File: config.mk
export PLATFORM = sky130hd
export DESIGN_NAME = psimd_addsub_pipe_flat
export DESIGN_NICKNAME = d
export VERILOG_FILES = /design/src/rtl/psimd_addsub_pipe_if.sv /design/src/rtl/psimd_addsub_pipe.sv /design/src/flat_wrapper.sv
export SDC_FILE = /design/constraint.sdc
export NUM_CORES = 1
export LEC_CHECK = 0
export CORE_ASPECT_RATIO = 1.5
export CORE_MARGIN = 2
export CORE_UTILIZATION = 48
export DETAILED_ROUTE_END_ITERATION = 8
export PLACE_DENSITY_LB_ADDON = 0.25
export REMOVE_ABC_BUFFERS = 1
export SLEW_MARGIN = 20
export SYNTH_ARGS = -nofsm -noshare
export SYNTH_HDL_FRONTEND = slang
export SYNTH_SLANG_ARGS = --single-unit
File: constraint.sdc
create_clock -name clk -period 2.9 [get_ports clk]
set_input_delay 0.725 -clock clk [delete_from_list [all_inputs] [get_ports clk]]
set_output_delay 0.725 -clock clk [all_outputs]
set_load 0.01 [all_outputs]
File: src/rtl/psimd_addsub_pipe_if.sv
// psimd_addsub_pipe_if: operand/result handshake bundle
// for the packed-SIMD add/sub unit.
interface psimd_addsub_pipe_if #(
  parameter int DATA_W = 16,
  parameter int LANE_W = 4
);
  localparam int LANES = DATA_W / LANE_W;

  logic              in_valid;
  logic              in_ready;
  logic [DATA_W-1:0] in_a;
  logic [DATA_W-1:0] in_b;
  logic [2:0]        in_op;
  logic              out_valid;
  logic              out_ready;
  logic [DATA_W-1:0] out_data;
  logic [LANES-1:0]  out_ovf;

  modport master (
    output in_valid, in_a, in_b, in_op, out_ready,
    input  in_ready, out_valid, out_data, out_ovf
  );

  modport slave (
    input  in_valid, in_a, in_b, in_op, out_ready,
    output in_ready, out_valid, out_data, out_ovf
  );
endinterface

File: src/rtl/psimd_addsub_pipe.sv
// psimd_addsub_pipe: two-stage packed-SIMD add/sub with
// per-lane saturation or wrap and sticky overflow flags.
module psimd_addsub_pipe #(
  parameter int DATA_W = 16,
  parameter int LANE_W = 4
) (
  input  logic                       clk,
  input  logic                       rst,
  psimd_addsub_pipe_if.slave         bus,
  input  logic                       sat_clr,
  output logic [DATA_W/LANE_W-1:0]   sticky_ovf
);
  localparam int LANES = DATA_W / LANE_W;
  localparam int M     = LANE_W - 1;

  logic              s1_valid;
  logic [DATA_W-1:0] s1_a;
  logic [DATA_W-1:0] s1_b;
  logic [2:0]        s1_op;

  logic              s2_valid;
  logic [DATA_W-1:0] s2_data;
  logic [LANES-1:0]  s2_ovf;

  logic              s2_load;
  logic              accept;
  logic              xfer;

  logic [DATA_W-1:0] res_data;
  logic [LANES-1:0]  res_ovf;

  assign s2_load = !s2_valid || bus.out_ready;
  assign bus.in_ready = !rst && (!s1_valid || s2_load);
  assign accept = bus.in_valid && bus.in_ready;
  assign xfer = s2_valid && bus.out_ready;

  assign bus.out_valid = s2_valid;
  assign bus.out_data  = s2_data;
  assign bus.out_ovf   = s2_ovf;

  for (genvar i = 0; i < LANES; i++) begin : g_lane
    logic [LANE_W-1:0] a;
    logic [LANE_W-1:0] b;
    logic [LANE_W-1:0] raw;
    logic [LANE_W-1:0] sat;
    logic [LANE_W:0]   ext;
    logic              sub;
    logic              wrap;
    logic              uns;
    logic              sovf;
    logic              ovf;

    assign a    = s1_a[i*LANE_W +: LANE_W];
    assign b    = s1_b[i*LANE_W +: LANE_W];
    assign sub  = s1_op[0];
    assign wrap = s1_op[1];
    assign uns  = s1_op[2];

    assign ext = sub ? ({1'b0, a} - {1'b0, b})
                     : ({1'b0, a} + {1'b0, b});
    assign raw = ext[LANE_W-1:0];

    assign sovf = sub
      ? ((a[M] != b[M]) && (raw[M] != a[M]))
      : ((a[M] == b[M]) && (raw[M] != a[M]));

    // ext[LANE_W] is carry on add and borrow on sub
    assign ovf = uns ? ext[LANE_W] : sovf;

    assign sat = uns
      ? (sub ? {LANE_W{1'b0}} : {LANE_W{1'b1}})
      : (a[M] ? {1'b1, {M{1'b0}}} : {1'b0, {M{1'b1}}});

    assign res_data[i*LANE_W +: LANE_W] = (ovf && !wrap) ? sat : raw;
    assign res_ovf[i] = ovf;
  end

  // operand stage: capture on acceptance, drain into S2
  always_ff @(posedge clk) begin
    if (rst) begin
      s1_valid <= 1'b0;
      s1_a     <= '0;
      s1_b     <= '0;
      s1_op    <= '0;
    end else begin
      s1_valid <= accept || (s1_valid && !s2_load);
      if (accept) begin
        s1_a  <= bus.in_a;
        s1_b  <= bus.in_b;
        s1_op <= bus.in_op;
      end
    end
  end

  // result stage: holds data stable while stalled
  always_ff @(posedge clk) begin
    if (rst) begin
      s2_valid <= 1'b0;
      s2_data  <= '0;
      s2_ovf   <= '0;
    end else if (s2_load) begin
      s2_valid <= s1_valid;
      if (s1_valid) begin
        s2_data <= res_data;
        s2_ovf  <= res_ovf;
      end
    end
  end

  // sticky flags: clear takes effect before a same-cycle transfer
  always_ff @(posedge clk) begin
    if (rst) begin
      sticky_ovf <= '0;
    end else if (xfer) begin
      sticky_ovf <= sat_clr ? s2_ovf : (sticky_ovf | s2_ovf);
    end else if (sat_clr) begin
      sticky_ovf <= '0;
    end
  end
endmodule

File: src/flat_wrapper.sv
// flat-port wrapper written by rule: the top's interface ports become plain ports
module psimd_addsub_pipe_flat 
#(
  parameter int DATA_W = 16,
  parameter int LANE_W = 4
)
  (clk, rst, sat_clr, sticky_ovf, bus_in_valid, bus_in_a, bus_in_b, bus_in_op, bus_out_ready, bus_in_ready, bus_out_valid, bus_out_data, bus_out_ovf);
  psimd_addsub_pipe_if #(.DATA_W(DATA_W), .LANE_W(LANE_W)) bus_i ();
  input  logic clk;
  input  logic rst;
  input  logic sat_clr;
  output logic [DATA_W/LANE_W-1:0] sticky_ovf;
  input wire logic [$bits(bus_i.in_valid)-1:0] bus_in_valid;
  input wire logic [$bits(bus_i.in_a)-1:0] bus_in_a;
  input wire logic [$bits(bus_i.in_b)-1:0] bus_in_b;
  input wire logic [$bits(bus_i.in_op)-1:0] bus_in_op;
  input wire logic [$bits(bus_i.out_ready)-1:0] bus_out_ready;
  output wire logic [$bits(bus_i.in_ready)-1:0] bus_in_ready;
  output wire logic [$bits(bus_i.out_valid)-1:0] bus_out_valid;
  output wire logic [$bits(bus_i.out_data)-1:0] bus_out_data;
  output wire logic [$bits(bus_i.out_ovf)-1:0] bus_out_ovf;
  assign bus_i.in_valid = bus_in_valid;
  assign bus_i.in_a = bus_in_a;
  assign bus_i.in_b = bus_in_b;
  assign bus_i.in_op = bus_in_op;
  assign bus_i.out_ready = bus_out_ready;
  assign bus_in_ready = bus_i.in_ready;
  assign bus_out_valid = bus_i.out_valid;
  assign bus_out_data = bus_i.out_data;
  assign bus_out_ovf = bus_i.out_ovf;
  psimd_addsub_pipe #(.DATA_W(DATA_W), .LANE_W(LANE_W)) u_core (.clk(clk), .rst(rst), .bus(bus_i), .sat_clr(sat_clr), .sticky_ovf(sticky_ovf));
endmodule
Yosys cells after proc, flatten, opt, wreduce, memory -nomap -nowiden. Cells that the tools add are included.

Add/subtract/negate cells: 8. Equal/unequal tests: 12. Bitwise operators: 1. Reductions and logical operators: 26. Muxes and demuxes: 28.

Operator list (number): $mux W4 (16); $add A4 B4 Y5 (4); $mux W5 (4); $sub A4 B4 Y5 (4); $logic_and A1 B1 Y1 (16); $mux W1 (8); $ne A1 B1 Y1 (8); $logic_not A1 Y1 (5); $eq A1 B1 Y1 (4); $or A4 B4 Y4 (1); $logic_or A1 B1 Y1 (3); $reduce_and A2 Y1 (1); $reduce_bool A2 Y1 (1).

Input port bits: 40. Register bits: 61. Word-level logic and storage cells: 83. Output and inout port bits: 26.

Depth between registers and ports, before layout. Gate-level depths: netlist of the first run.

Word-level depth: 8. Mapped depth: 12. Depth with buffers taken out: 11.

Least setup slack after synthesis of the first run. No wires, ideal clock.

Path kind: register to register. Start: reg u_core.s1_op[0]. End: reg u_core.s2_data[15], in the netlist u_core.bus.out_data[15]. Period minus slack after synthesis: 3.029 ns. Stages on the path, launching flop included: 13. Data required time: 2.780 ns. Library setup time: 0.120 ns. Data arrival time: 2.909 ns. Buffers on the path: 3. Path slack: -0.129 ns. Path through: dfxtp_1 buf_6 buf_2 buf_1 nor2_1 xnor2_1 ha_1 and3b_1 or3_1 a21o_1 and3_1 o2111a_1 a211o_1.

Word-level cells in the longest chain between the ends: 7. Elaborated cells on any way between the ends: 10. Those cells by class: eq/ne: 1; mux: 6; reduce/logical: 3.

Ends and longest elaborated chain: start, declared (line psimd_addsub_pipe.sv:19) `logic [2:0] s1_op;`; start signal, assigned (line psimd_addsub_pipe.sv:90) `s1_op <= bus.in_op;`; $mux W5 (line psimd_addsub_pipe.sv:59) `assign ext = sub ? ({1'b0, a} - {1'b0, b})`; $ne A1 B1 Y1 (line psimd_addsub_pipe.sv:64, psimd_addsub_pipe.sv:65); $logic_and A1 B1 Y1 (on tied branches) (line psimd_addsub_pipe.sv:65, psimd_addsub_pipe.sv:64); $mux W1 (line psimd_addsub_pipe.sv:64) `? ((a[M] != b[M]) && (raw[M] != a[M]))`; $mux W1 (line psimd_addsub_pipe.sv:68) `assign ovf = uns ? ext[LANE_W] : sovf;`; $logic_and A1 B1 Y1 (line psimd_addsub_pipe.sv:74) `assign res_data[i*LANE_W +: LANE_W] = (ovf && !wrap) ? sat : raw;`; $mux W4 (*) (line psimd_addsub_pipe.sv:74); end signal, assigned (line psimd_addsub_pipe.sv:104) `s2_data <= res_data;`; end, declared (line psimd_addsub_pipe.sv:22) `logic [DATA_W-1:0] s2_data;`.

Mark *: on every way between the ends. The rest lies on a longest branch, timed or not. A chain may end at the register's enable or synchronous reset.

Worst setup path in the final report of the first run.
Start: in bus_out_ready. End: out bus_in_ready.

Word-level cells in the longest chain between the ends: 3.

Ends and longest elaborated chain: start, declared (line flat_wrapper.sv:17) `input wire logic [$bits(bus_i.out_ready)-1:0] bus_out_ready;`; $logic_or A1 B1 Y1 (line psimd_addsub_pipe.sv:32) `assign s2_load = !s2_valid || bus.out_ready;`; $logic_or A1 B1 Y1 (line psimd_addsub_pipe.sv:33) `assign bus.in_ready = !rst && (!s1_valid || s2_load);`; $logic_and A1 B1 Y1 (line psimd_addsub_pipe.sv:33); end, declared (line flat_wrapper.sv:18) `output wire logic [$bits(bus_i.in_ready)-1:0] bus_in_ready;`.

Every way passes these cells.

==> results of run 1 <==
==> power by group <==
group	internal [W]	leakage [nW]	total (W)	switching, W
Clock	0.000344	0.0881	0.000652	0.000308
Combinational	0.000445	1.28	0.000887	0.000441
Sequential	0.000910	0.503	0.000976	0.0000663
Total	0.00170	1.87	0.00252	0.000816
==> state kept, by name, indices dropped and copies added (netlist names) <==
name / cells
u_core.s1_b: 16
u_core.bus.out_ovf: 4
u_core.bus.out_data: 16
u_core.bus.out_valid: 1
u_core.sticky_ovf: 4
u_core.s1_op: 3
u_core.s1_valid: 1
u_core.s1_a: 16
==> final cells by class <==
class                           count  area share [%]
Multi-Input combinational cell    316            47.3
Sequential cell                    61            26.6
Timing Repair Buffer               86            18.0
Clock buffer                       12            3.37
Tap cell                          100            2.72
Inverter                           23            1.88
Clock inverter                      2           0.217
==> cells by family after synthesis <==
| group | count (synthesis) | share of synthesized area, % |
|---|---|---|
| simple gates | 176 | 24.5 |
| fa+ha+maj | 24 | 9.25 |
| xor+xnor | 23 | 5.64 |
| mux | 7 | 2.31 |
| compound gates | 86 | 18.6 |
| buf+inv | 49 | 5.50 |
| flops | 61 | 34.2 |
==> worst register-to-register path, stage by stage, from the launching register on <==
cell and delay [ns]:
sky130_fd_sc_hd__dfxtp_1 0.36, sky130_fd_sc_hd__inv_1 0.08, sky130_fd_sc_hd__ha_1 0.21, sky130_fd_sc_hd__nor2_1 0.13
sky130_fd_sc_hd__xnor2_1 0.15, sky130_fd_sc_hd__ha_1 0.28, sky130_fd_sc_hd__and3b_1 0.20, sky130_fd_sc_hd__or3_1 0.39
sky130_fd_sc_hd__a21o_1 0.21, sky130_fd_sc_hd__and3_1 0.21, sky130_fd_sc_hd__o2111a_1 0.23, sky130_fd_sc_hd__a211o_1 0.22
==> metrics by stage <==
step                      hold slack, ns  power [W]  setup WS (ns)
final                              0.475    0.00252          0.122
after global placement             0.462    0.00182         0.0856
after floorplan                    0.449    0.00153        -0.0324
after CTS                          0.472    0.00251          0.114
after global routing               0.506    0.00266        0.00393
after detailed placement           0.452    0.00185        0.00679
==> routing by layer <==
| layer | GRT usage (%) | wire, um |
|---|---|---|
| met5 | 0 | 0 |
| met2 | 38.6 | 4320 |
| met3 | 3.85 | 268 |
| met4 | 9.82 | 175 |
| met1 | 26.0 | 3640 |
==> what timing repair did <==
| action | in CTS | in global routing |
|---|---|---|
| gates resized for setup | 1 | 7 |
| setup endpoints to repair | 7 | 7 |
| cloned | 0 | 0 |
| buffers inserted | 0 | 1 |
| pin swaps | 0 | 1 |
==> worst max path at each step <==
stage | slack [ns] | startpoint | cells after the start | to
after floorplan | -0.03 | u_core.s1_op[0] | 9 | u_core.bus.out_data[15]
after global placement | 0.09 | u_core.s1_op[0] | 9 | u_core.bus.out_data[15]
after global routing | 0.004 | u_core.s1_b[8] | 11 | u_core.bus.out_data[10]
after detailed placement | 0.007 | u_core.s1_op[0] | 9 | u_core.bus.out_data[10]
final | 0.12 | bus_out_ready | 4 | bus_in_ready
after CTS | 0.11 | u_core.s1_b[8] | 11 | u_core.bus.out_data[10]
==> layout by cell type, fill, tap and decap left out, drive strengths merged, types with 3 or more instances in the layout <==
master / n
a32oi: 4
nand3b: 21
nor3b: 7
a211oi: 13
o211a: 3
ha: 20
o21bai: 3
nand2: 66
xnor2: 15
clkdlybuf4s50: 64
nor2b: 3
o31ai: 15
mux2i: 6
clkbuf: 12
xor2: 8
a2111oi: 6
inv: 23
dfxtp: 61
nor3: 6
o21a: 6
a21o: 5
buf: 22
fa: 4
a21oi: 12
o21ai: 8
nand4: 3
nor2: 45
nand4b: 3
and3: 5
nand3: 7
==> results by stage, run 1 <==
Floorplan:
- The I/O pin total is 66.
- The y dimension of the die is ~110 um.
- Measured along the x axis, the die boundary spans 74.4 um.
- The initialized floorplan defines 38 standard-cell rows.
- The region available for standard cell placement spans 7230 um^2.
- The initial core utilization is 49.4%.
- The floorplan step defined a die boundary enclosing 8160 um^2.

Clocking:
- The clock sink total is 61.
- The master cell of the clock root buffer is sky130_fd_sc_hd__clkbuf_8.
- The clock passes through at most 2 buffers.
- TritonCTS built the clock tree.
- The clock latency at the later pin of the worst-skew pair is 0.34 ns.
- The CTS clock-pin slew for the worst setup and hold paths is 0.07 ns.
- The clock buffer count from CTS is 9.
- The depth of the CTS H-tree is 3.
- The count of hold buffers inserted by post-cts repair is 0.

Timing:
- The worst path needs 2.78 ns of the cycle, external delays included.
- For the pin with the worst max-slew slack, the measured transition is 0.482 ns.
- The clock tree skew after final layout is approximately 0.0063 ns.
- The post-route fraction of the period consumed by the critical path is 95.8%.
- The fmax is 0.360 GHz.
- The worst pin sits at a relative slew slack of 67.8%.
- The number of slew-limit violations in the final report is 0.
- Setup violations remaining at the end of the flow were counted as 0.
- The final total negative setup slack is 0 ns.
- The total count of hold-check failures in the final report is 0.
- Setup repair after global routing left no endpoint under its margin.

Setup path:
- The worst setup path is launched from a primary input.
- The highest net fanout along the worst path is 3.
- The cell type of the slowest stage on the worst timing path is sky130_fd_sc_hd__clkdlybuf4s50_1.
- In this design, the stage delay of the slowest critical-path cell is 0.57 ns.
- The worst reg-to-reg setup slack is 0.13 ns.
- The worst setup path is captured at an output pin.
- The critical path is of the in2out type.
- For the worst setup path, the data required time is 2.17 ns.
- By instance count, the cell type seen most on the critical path is sky130_fd_sc_hd__clkdlybuf4s50_1.
- The number of cells on the worst reg-to-reg path is 11.
- The critical path goes through clkdlybuf4s50_1 -> nor2b_1 -> a21oi_1 -> clkdlybuf4s50_1.
- Data arrives at the worst endpoint at about 2.1 ns.
- The endpoint identified for the worst register-to-register timing path is u_core.bus.out_data[15].
- The startpoint of the worst-slack reg-to-reg timing path is u_core.s1_b[12].
- Broken down by cell family, the worst path's largest delay share belongs to buffers and inverters.
- The count of buffering cells on the critical path with inverters included is 2.

Synthesis:
- The most used standard cell by instance count after synthesis is sky130_fd_sc_hd__nand2_1.
- The post-synthesis sequential area ratio is 34.2%.
- The cell type contributing the most total cell area after synthesis is sky130_fd_sc_hd__dfxtp_1.
- The count of state elements after synthesis is 61.
- The area share of the largest cell type after synthesis is 34.2%.
- The synthesized design contains 0 enable-type register cells.
- In the post-synthesis netlist, the biggest area contributors are sky130_fd_sc_hd__dfxtp_1 34%, sky130_fd_sc_hd__ha_1 7.0%, sky130_fd_sc_hd__nand2_1 6.9%.
- After synthesis the cells add up to 3570 um^2.
- The number of warnings issued by yosys is 0.
- The gate count of the mapped netlist is 426.
- The share of async-settable or async-resettable flops after synthesis is 0%.
- After synthesis, the netlist uses between 50 and 60 different library cells.
- The average instance in the mapped netlist occupies roughly 8.4 um^2.
- The commonest cells after synthesis are 66 x sky130_fd_sc_hd__nand2_1, 61 x sky130_fd_sc_hd__dfxtp_1, 45 x sky130_fd_sc_hd__nor2_1.
- The most common flop cell mapped by yosys is sky130_fd_sc_hd__dfxtp_1.

Layout:
- The number of standard cells in the layout, taps in and fillers out is 600.
- The utilization after layout is 63.7%.
- The growth of design area from synthesis to finish is 29.0%.
- Of the cells placed in the final design, the portion with a size suffix greater than 1 is 10.2%.
- The combined area of the multi-input logic cells is 2180 um^2.
- In the final design database the tool counted 561 nets.
- The antenna diode count is 0.
- Summing all flip-flop and latch instances after layout gives ~1200 um^2.
- The filler cell count is 668.
- After routing the design area is 4600 um^2.

Drt:
- After detailed routing, the total wire length is 8.39 mm.
- The final routed wire length divided by cell count is 14.0 um.
- The detail route stage leaves a number of antenna-violating nets equal to 0.
- The length of the first detailed-routing pass in iterations is 4.
- In the routed layout, each cell is associated on average with a via count of around 5.4.
- The number of vias in the routed layout is 3239.
- The detailed router finished its first iteration with 139 violations.
- In the routed design, unresolved DRC markers number 0.

Outcome:
- The run finished with clean final reports.

GRT:
- The largest net degree at the start of global routing is just over 50.
- The via count of the first global-routing pass is roughly 3200.
- The overall global routing resource usage is 22.1%.
- The first global-routing pass estimated 14.1 mm of wire.
- The total overflow left after global routing is 0.
- The initial antenna violation count is 0.

Placement:
- The detailed placement HPWL is 6.07 mm.
- The port buffer count is 65.
- Routability-driven placement finished with a final weighted congestion of between 0.9 and 1.
- The cell total after placement is 585.
- The standard cell area after detailed placement is 4410 um^2.

Pwr:
- The worst supply voltage drop on vdd is 0.333 mV.
- In this run the static leakage power is 1.87 nW.
- Power spread over the standard cell area amounts to approximately 550 nW/um^2.

Worst hold path:
- The beginning of the worst hold path is u_core.bus.out_data[3].
- The worst min-delay path class is reg2reg.
- The cell count of the worst hold path is 2.
- The endpoint with the worst hold slack is u_core.bus.out_data[3].

Flow run:
- The number of max-capacitance violations reported is 0.
Power figures use the tool's default switching activity.
==> run 2, diff against run 1 <==
--- a/config.mk
+++ b/config.mk
@@ -9,6 +9,7 @@
 export CORE_MARGIN = 2
 export CORE_UTILIZATION = 48
 export DETAILED_ROUTE_END_ITERATION = 8
+export GPL_ROUTABILITY_DRIVEN = 0
 export PLACE_DENSITY_LB_ADDON = 0.25
 export REMOVE_ABC_BUFFERS = 1
 export SLEW_MARGIN = 20
==> results of run 2 <==
Final layout, timing and power as in run 1 (identical DEF).
